$ cat config.mk
export PLATFORM = sky130hd
export DESIGN_NAME = iiitb_sd_seq_gen
export DESIGN_NICKNAME = d
export VERILOG_FILES = /design/src/rtl/iiitb_sd_seq_gen.sv
export SDC_FILE = /design/constraint.sdc
export NUM_CORES = 1
export LEC_CHECK = 0
export BUFFER_PORTS_ARGS = -buffer_cell sky130_fd_sc_hd__clkbuf_2
export CAP_MARGIN = 25
export CORE_ASPECT_RATIO = 1.4
export CORE_MARGIN = 4
export CORE_UTILIZATION = 40
export CTS_CLUSTER_SIZE = 12
export DETAILED_ROUTE_END_ITERATION = 16
export PLACE_DENSITY = 0.57
export SYNTH_ARGS = -nofsm -noshare
export SYNTH_HDL_FRONTEND = slang
export SYNTH_SLANG_ARGS = --single-unit
$ cat constraint.sdc
create_clock -name clock -period 5.2 [get_ports clock]
set_input_delay 0.26 -clock clock [delete_from_list [all_inputs] [get_ports clock]]
set_output_delay 0.26 -clock clock [all_outputs]
set_load 0.03 [all_outputs]
$ cat src/rtl/iiitb_sd_seq_gen.sv
// -----------------------------------------------------------------------------
// iiitb_sd_seq_gen
//
// Serial sequence transmitter. A parallel pattern, its length and a repeat
// count are captured on a start request while idle. The pattern is then
// shifted out MSB first (bit [L-1] down to bit 0), one bit per clock. The
// pattern is sent repeat_count+1 times, with GAP idle cycles between copies.
// A one-cycle done pulse follows the final bit. This block feeds the stream
// consumed by the Moore sequence detector (iiitb_sd_fsm).
//
// Parameters
//   WIDTH  maximum pattern length in bits
//   LEN_W  width of the length input (must be able to hold WIDTH)
//   REP_W  width of the repeat input
//   GAP    idle cycles inserted between repetitions (0 = back-to-back)
//
// Ports
//   clock         in   rising-edge system clock
//   reset         in   synchronous, active-high reset
//   start         in   send request, only honoured while idle
//   pattern       in   [WIDTH-1:0] bits to send, bit [L-1] first
//   length        in   [LEN_W-1:0] bits per copy; 0 or >WIDTH means WIDTH
//   repeat_count  in   [REP_W-1:0] extra copies (total = repeat_count+1).
//                      Named repeat_count because "repeat" is a reserved word.
//   sequence_out  out  registered serial data bit
//   seq_valid     out  high while sequence_out carries a pattern bit
//   busy          out  high from the first bit through the last bit
//   done          out  one-cycle pulse in the cycle after the final bit
// -----------------------------------------------------------------------------
module iiitb_sd_seq_gen #(
    parameter int WIDTH = 8,
    parameter int LEN_W = 4,
    parameter int REP_W = 4,
    parameter int GAP   = 0
) (
    input  logic             clock,
    input  logic             reset,
    input  logic             start,
    input  logic [WIDTH-1:0] pattern,
    input  logic [LEN_W-1:0] length,
    input  logic [REP_W-1:0] repeat_count,
    output logic             sequence_out,
    output logic             seq_valid,
    output logic             busy,
    output logic             done
);

    // Gap counter holds "gap cycles still to come after this one" (0..GAP-1).
    localparam int GAP_W = (GAP < 2) ? 1 : $clog2(GAP);

    localparam logic [LEN_W-1:0] LEN_MAX = LEN_W'(WIDTH);
    localparam logic [LEN_W-1:0] LEN_ONE = LEN_W'(1);
    localparam logic [WIDTH-1:0] BIT_ONE = WIDTH'(1);

    typedef enum logic [1:0] {
        ST_IDLE  = 2'd0,
        ST_SHIFT = 2'd1,
        ST_GAP   = 2'd2
    } state_t;

    // State and captured transfer parameters
    state_t             r_state;
    state_t             w_state_next;
    logic [WIDTH-1:0]   r_pattern;
    logic [WIDTH-1:0]   w_pattern_next;
    logic [LEN_W-1:0]   r_len;
    logic [LEN_W-1:0]   w_len_next;
    logic [LEN_W-1:0]   r_bit_idx;      // index of the bit currently on the output
    logic [LEN_W-1:0]   w_bit_idx_next;
    logic [REP_W-1:0]   r_rep_left;     // copies still to send after the current one
    logic [REP_W-1:0]   w_rep_left_next;
    logic [GAP_W-1:0]   r_gap_cnt;
    logic [GAP_W-1:0]   w_gap_cnt_next;

    // Registered outputs
    logic               r_seq_out;
    logic               w_seq_out_next;
    logic               r_valid;
    logic               w_valid_next;
    logic               r_busy;
    logic               w_busy_next;
    logic               r_done;
    logic               w_done_next;

    // Effective length: 0 or anything above WIDTH selects the full width.
    logic [LEN_W-1:0]   w_len_eff;
    // Candidate bits for the three places a new bit can be launched from.
    logic               w_first_bit;    // pattern[L-1] of the incoming request
    logic               w_step_bit;     // r_pattern[idx-1], next bit in this copy
    logic               w_restart_bit;  // r_pattern[L-1], first bit of next copy

    assign w_len_eff = ((length == '0) || (length > LEN_MAX)) ? LEN_MAX : length;

    // Bit selects done as masks so the select index may be wider than needed.
    assign w_first_bit   = |(pattern   & (BIT_ONE << (w_len_eff - LEN_ONE)));
    assign w_step_bit    = |(r_pattern & (BIT_ONE << (r_bit_idx - LEN_ONE)));
    assign w_restart_bit = |(r_pattern & (BIT_ONE << (r_len     - LEN_ONE)));

    // -------------------------------------------------------------------------
    // State / output registers
    // -------------------------------------------------------------------------
    always_ff @(posedge clock) begin
        if (reset) begin
            r_state    <= ST_IDLE;
            r_pattern  <= '0;
            r_len      <= '0;
            r_bit_idx  <= '0;
            r_rep_left <= '0;
            r_gap_cnt  <= '0;
            r_seq_out  <= 1'b0;
            r_valid    <= 1'b0;
            r_busy     <= 1'b0;
            r_done     <= 1'b0;
        end else begin
            r_state    <= w_state_next;
            r_pattern  <= w_pattern_next;
            r_len      <= w_len_next;
            r_bit_idx  <= w_bit_idx_next;
            r_rep_left <= w_rep_left_next;
            r_gap_cnt  <= w_gap_cnt_next;
            r_seq_out  <= w_seq_out_next;
            r_valid    <= w_valid_next;
            r_busy     <= w_busy_next;
            r_done     <= w_done_next;
        end
    end

    // -------------------------------------------------------------------------
    // Next-state and next-output logic. The output registers are loaded with
    // what the block shows in the following cycle, so every output is a flop.
    // -------------------------------------------------------------------------
    always_comb begin
        w_state_next    = r_state;
        w_pattern_next  = r_pattern;
        w_len_next      = r_len;
        w_bit_idx_next  = r_bit_idx;
        w_rep_left_next = r_rep_left;
        w_gap_cnt_next  = r_gap_cnt;
        w_seq_out_next  = 1'b0;
        w_valid_next    = 1'b0;
        w_busy_next     = 1'b0;
        w_done_next     = 1'b0;

        case (r_state)
            ST_IDLE: begin
                // The first bit is launched on the accepting edge itself.
                if (start) begin
                    w_pattern_next  = pattern;
                    w_len_next      = w_len_eff;
                    w_rep_left_next = repeat_count;
                    w_bit_idx_next  = w_len_eff - LEN_ONE;
                    w_seq_out_next  = w_first_bit;
                    w_valid_next    = 1'b1;
                    w_busy_next     = 1'b1;
                    w_state_next    = ST_SHIFT;
                end
            end

            ST_SHIFT: begin
                if (r_bit_idx != '0) begin
                    w_bit_idx_next = r_bit_idx - LEN_ONE;
                    w_seq_out_next = w_step_bit;
                    w_valid_next   = 1'b1;
                    w_busy_next    = 1'b1;
                end else if (r_rep_left != '0) begin
                    w_rep_left_next = r_rep_left - 1'b1;
                    w_busy_next     = 1'b1;
                    if (GAP > 0) begin
                        w_gap_cnt_next = GAP_W'(GAP - 1);
                        w_state_next   = ST_GAP;
                    end else begin
                        // Back-to-back copies: no bubble between bit 0 and bit L-1.
                        w_bit_idx_next = r_len - LEN_ONE;
                        w_seq_out_next = w_restart_bit;
                        w_valid_next   = 1'b1;
                    end
                end else begin
                    w_done_next  = 1'b1;
                    w_state_next = ST_IDLE;
                end
            end

            ST_GAP: begin
                w_busy_next = 1'b1;
                if (r_gap_cnt == '0) begin
                    w_bit_idx_next = r_len - LEN_ONE;
                    w_seq_out_next = w_restart_bit;
                    w_valid_next   = 1'b1;
                    w_state_next   = ST_SHIFT;
                end else begin
                    w_gap_cnt_next = r_gap_cnt - 1'b1;
                end
            end

            default: begin
                w_state_next = ST_IDLE;
            end
        endcase
    end

    assign sequence_out = r_seq_out;
    assign seq_valid    = r_valid;
    assign busy         = r_busy;
    assign done         = r_done;

endmodule
# After elaboration in Yosys (flattened, before gate mapping)
# Index checks and enable logic that the tools add are counted.
dict set report totals {
  reg_bits 27
  in_bits 19
  output_inout_bits 4
  elab_cells 74
}
dict set report op_classes {
  n_addsub 5
  magnitude_cmp 1
  n_eq_ne 8
  shifts 3
  mux 28
  bitwise_logic 4
  reduce_logical 15
}
# op n
set op_table {}
lappend op_table {{$mux W4} 8}
lappend op_table {{$and A8 B8 Y8} 3}
lappend op_table {{$reduce_or A8 Y1} 3}
lappend op_table {{$shl A1 B4 Y8 const A} 3}
lappend op_table {{$sub A4 B1 Y4 const B} 4}
lappend op_table {{$pmux W4 S3} 1}
lappend op_table {{$reduce_and A4 Y1} 3}
lappend op_table {{$mux W1} 10}
lappend op_table {{$ne A2 B2 Y1 const B} 5}
lappend op_table {{$pmux W1 S3} 3}
lappend op_table {{$mux W2} 4}
lappend op_table {{$pmux W4 S2} 1}
lappend op_table {{$reduce_bool A4 Y1} 2}
lappend op_table {{$pmux W2 S3} 1}
lappend op_table {{$gt A4 B4 Y1 const B} 1}
lappend op_table {{$logic_not A4 Y1} 1}
lappend op_table {{$ne A3 B3 Y1 const B} 1}
lappend op_table {{$reduce_bool A3 Y1} 1}
lappend op_table {{$reduce_or A3 Y1} 1}
lappend op_table {{$eq A2 B1 Y1 const B} 1}
lappend op_table {{$eq A2 B2 Y1 const B} 1}
lappend op_table {{$logic_not A2 Y1} 1}
lappend op_table {{$reduce_and A2 Y1} 1}
lappend op_table {{$reduce_bool A2 Y1} 1}
lappend op_table {{3 further kinds} 3}

# Logic depth before layout (Yosys ltp)
dict set report depth {
  word_depth 9
  depth_mapped 7
  depth_no_buf 7
}

# Least setup slack after synthesis
# Ideal clock, no wire load.
dict set report synth_path {
  path_kind {reg-to-reg}
  startpoint {reg r_bit_idx[0]}
  endpoint {reg r_rep_left[3]}
  setup_time_ns 0.128
  t_arrival_ns 1.504
  required_ns 5.072
  path_slack_ns 3.568
  path_stages_with_launch 7
  path_buffers 0
  period_less_slack_ns 1.632
  cell_sequence {dfxtp_1 -> inv_1 -> ha_1 -> or3b_4 -> nor4_4 -> mux2i_1 -> a211oi_2}
}
dict set report synth_via {
  elab_chain_cells 3
}
# element line_no
set synth_lines {}
lappend synth_lines {{start: declaration} 68} ;# logic [LEN_W-1:0] r_bit_idx;
lappend synth_lines {{start signal: assignment} 118} ;# r_bit_idx <= w_bit_idx_next;
lappend synth_lines {{$reduce_bool A4 Y1} 160} ;# if (r_bit_idx != '0) begin
lappend synth_lines {{$ne A2 B2 Y1 (no source line)} --}
lappend synth_lines {{$reduce_and A4 Y1 (no source line)} --}
lappend synth_lines {{end signal: assignment} 119} ;# r_rep_left <= w_rep_left_next;
lappend synth_lines {{end: declaration} 70} ;# logic [REP_W-1:0] r_rep_left;
# Every way passes these cells.
# A chain may end at the register's enable or synchronous reset.

# Worst setup path in the final report
dict set report layout_path {
  startpoint {reg r_bit_idx[0]}
  endpoint {reg r_bit_idx[0]}
}
dict set report layout_via {
  elab_chain_cells 3
  word_cells_on_any_way 6
  classes_between {add/sub: 1; eq/ne: 1; mux: 2; reduce/logical: 2}
}
# element line_no
set layout_lines {}
lappend layout_lines {{$sub A4 B1 Y4 / $reduce_bool A4 Y1 (equally long branches)} {161, 160}}
lappend layout_lines {{$mux W4 / $ne A3 B3 Y1 (equally long branches)} --}
lappend layout_lines {{$pmux W4 S3 / $reduce_and A4 Y1 (equally long branches)} --}
# Several ways; a longest one is shown, not always the timed one.

==> results by group <==
GRT
  – GR Overflow Total: 0
  – Initial antenna violation count: 0
  – First-pass GRT wire length: 6020 um
  – Pin count of the biggest net entering global routing: 25
  – Vias in the first global route: 1337
  – GRT Util Overall: 15.9%

Worst hold path
  – Worst Hold Depth: 3
  – Hold path start: pattern[3]
  – Worst hold path type: primary input to flop
  – Hold Path Sink: r_pattern[3]

Synth
  – Synth area leader: dfxtp_1
  – Most instantiated library cell after synthesis: nand2_1
  – Seq cells post-synth: 24
  – Register area share after synthesis: 31.3%
  – Async S/R FF share, synth: 0%
  – Yosys warnings: 0
  – Share of the synthesized area in the top cell type: 31.3%
  – Main synth FF type: dfxtp_1
  – Most area-consuming cells after synthesis: dfxtp_1 (31%), ha_1 (13%), nand2_1 (7.1%), a21oi_1 (5.2%), a22oi_1 (4.9%)
  – Commonest cells post-synth: nand2_1 (29), dfxtp_1 (24), a21oi_1 (16), ha_1 (16)
  – Mean Syn Cell Area: 8.43 sq um
  – EDFF count, synth: 0
  – Post-Syn Instances: 182
  – Net Count, Synth: 217
  – Synth Cell Area: 1530 sq um
  – Distinct cells, synth: 39

Timing
  – Setup violations, final: 0
  – Worst setup margin: 3230 ps
  – Final Hold Fails: 0
  – Tcrit/Tclk final: 37.8%
  – Slew Limit Fails: 0
  – Slew @ Worst Pin: 844 ps
  – Fin crit period: 1970 ps
  – TNS Setup: 0 ps
  – Clk_skew: 0.837 ps
  – Slew headroom: 43.6%
  – Fmax achieved: 509 MHz
  – Unrepaired setup endpoints after global routing: false

Final layout
  – ANT cells: 0
  – Number of fill cells: 376
  – Final net count: 235
  – Area Growth Syn to Fin: 9.54%
  – Layout cell share with drive strength beyond 1: 16.6%

Floorplanning
  – Core area: 3680 sq um
  – Initial Util: 41.7%
  – Die Ht: 81.3 um
  – Top Ports: 23
  – Rows: 26
  – Die area: 4900 sq um
  – Die W: 60.3 um

Setup path
  – Setup slack, reg-to-reg: 3230 ps
  – CP Capture Type: flop
  – Worst r2r src: r_bit_idx[0]
  – Worst Setup Path Type: flop to flop
  – Cells on worst reg2reg path: 6
  – CP Max Fanout: 7
  – CP max stage delay: 390 ps
  – Worst-path cell chain: inv_1, ha_1, nor3b_2, a21bo_2, a32oi_1, a311oi_1
  – Family with the most delay on the worst path: compound AO/OA/AOI/OAI gates
  – CP required: 5360 ps
  – R2r endpoint: r_bit_idx[0]
  – Crit-path slowest cell: nor3b_2
  – Critical Path Source Type: flop
  – Critical path buffers and inverters: 1
  – Arrival @ worst endpoint: 2130 ps

Detailed routing
  – DRT met1 WL: 1490 um
  – Total Wirelength: 3580 um
  – 1st-pass router iterations: 5
  – Top sig layer: met4
  – Met2 WL: 1810 um
  – DR WL met3: 180 um
  – Routed WL per cell: 14.8 um
  – DR vias/cell: 5.67
  – DRT iter0 DRCs: 45
  – Remaining antenna violation count: 0
  – Vias: 1366
  – Residual DRC: 0

CTS
  – Number of buffers created by CTS: 3
  – TritonCTS Sinks: 24
  – H-tree levels: 1
  – Hold_buf cts: 0
  – Post-cts sizing count: 0
  – Setup repair bufs after CTS: 0
  – CTS tree: built
  – Max Buffers Root-to-Sink: 2
  – Clock latency on the worst-skew pair: 260 ps
  – Worst-path clk slew: 90 ps
  – Root buf cell: clkbuf_8

Power
  – Total chip power: 513 uW
  – Worst vdd ir: 0.000133 V
  – LEAKAGE: 0.000698 uW
  – Power per cell area: 306 nW/um^2

Placed design
  – # port buffers: 22
  – Post-Place Worst Slack: 3280 ps
  – GPL Wtd Cong: 0.780
  – HPWL after DPL: 2820 um

Run
  – Max-cap viol count: 0

Status
  – Status: completed
[worst max-delay path by stage]
| stage | from | end | slack, ps | cells past startpoint |
|---|---|---|---|---|
| after detailed placement | r_bit_idx[0] | r_bit_idx[0] | 3280 | 6 |
| after global routing | r_bit_idx[0] | r_bit_idx[1] | 3090 | 6 |
| after CTS | r_bit_idx[0] | r_bit_idx[0] | 3260 | 6 |
| after global placement | r_bit_idx[0] | r_bit_idx[2] | 3300 | 7 |
| after floorplan | r_bit_idx[0] | r_rep_left[3] | 3570 | 6 |
| final | r_bit_idx[0] | r_bit_idx[0] | 3230 | 6 |
[cell type report]
class	count	area [sq um]	area share [%]
clock buffer	4	55.1	3.28
inverter	9	33.8	2.01
multi-input combinational	140	948	56.4
sequential	24	480	28.6
tap	42	52.6	3.13
timing repair buffer	22	110	6.55
[power breakdown]
group / internal [uW] / switching [uW]
sequential: 202 / 24.4
clock: 67.6 / 60.9
combinational: 67.1 / 92.0
total: 336 / 177
[placed cells by master (no fill, tap or decap), types with 2 or more instances in the layout]
cell and instances:
a211oi_1 5, a21oi_1 16, a22o_1 2, a22oi_1 10, a311oi_1 2, a32oi_1 2, clkbuf_2 22, clkbuf_8 4
dfxtp_1 24, ha_1 16, inv_1 9, mux2i_1 2, nand2_1 29, nand2b_1 4, nand3_1 3, nor2_1 10
nor2b_1 7, nor3_1 6, nor3b_2 2, o211ai_1 4, o21ai_0 4, xnor2_1 2, xor2_1 2
[registers in the layout (all words and copies together) (netlist names)]
register      count
done              1
r_bit_idx         4
r_len             4
r_pattern         8
r_rep_left        4
r_state           1
seq_valid         1
sequence_out      1
[worst reg2reg max path, delay by kind of cell (launching register included)]
family / cells / cell delay (ps)
AND/OR/NAND/NOR: 1 / 400
buffers and inverters: 1 / 200
flip-flops: 1 / 370
adder cells (fa/ha/maj): 1 / 250
AO/OA/AOI/OAI: 3 / 660
[stage by stage]
| step | instances | hold slack [ps] | area, sq um | utilization, % |
|---|---|---|---|---|
| floorplan | 182 | 341 | 1530 | - |
| global placement | 237 | 474 | 1630 | 44.2 |
| detailed placement | 237 | 478 | 1630 | 44.2 |
| CTS | 241 | 230 | 1680 | 45.7 |
| global route | 241 | 238 | 1680 | 45.7 |
| finish | 241 | 232 | 1680 | 45.7 |
[layer usage]
metal,track usage [%],vias to the layer above
met5,0,-
met4,7.10,0
met3,2.23,8
met2,28.1,41
met1,18.3,639
li1,-,678
[cells by family (layout without fill, tap and decap cells)]
family | after synthesis | in the layout | synth area share, %
AOI/OAI and AO/OA | 51 | 51 | 22.7
xor gates and xnor gates | 4 | 4 | 2.28
adders and majority gates | 16 | 16 | 13.1
buffers and inverters | 18 | 35 | 6.85
DFF | 24 | 24 | 31.3
muxes | 2 | 2 | 1.31
and+or+nand+nor | 67 | 67 | 22.5
Note: power is estimated with default switching activity, not from simulation.
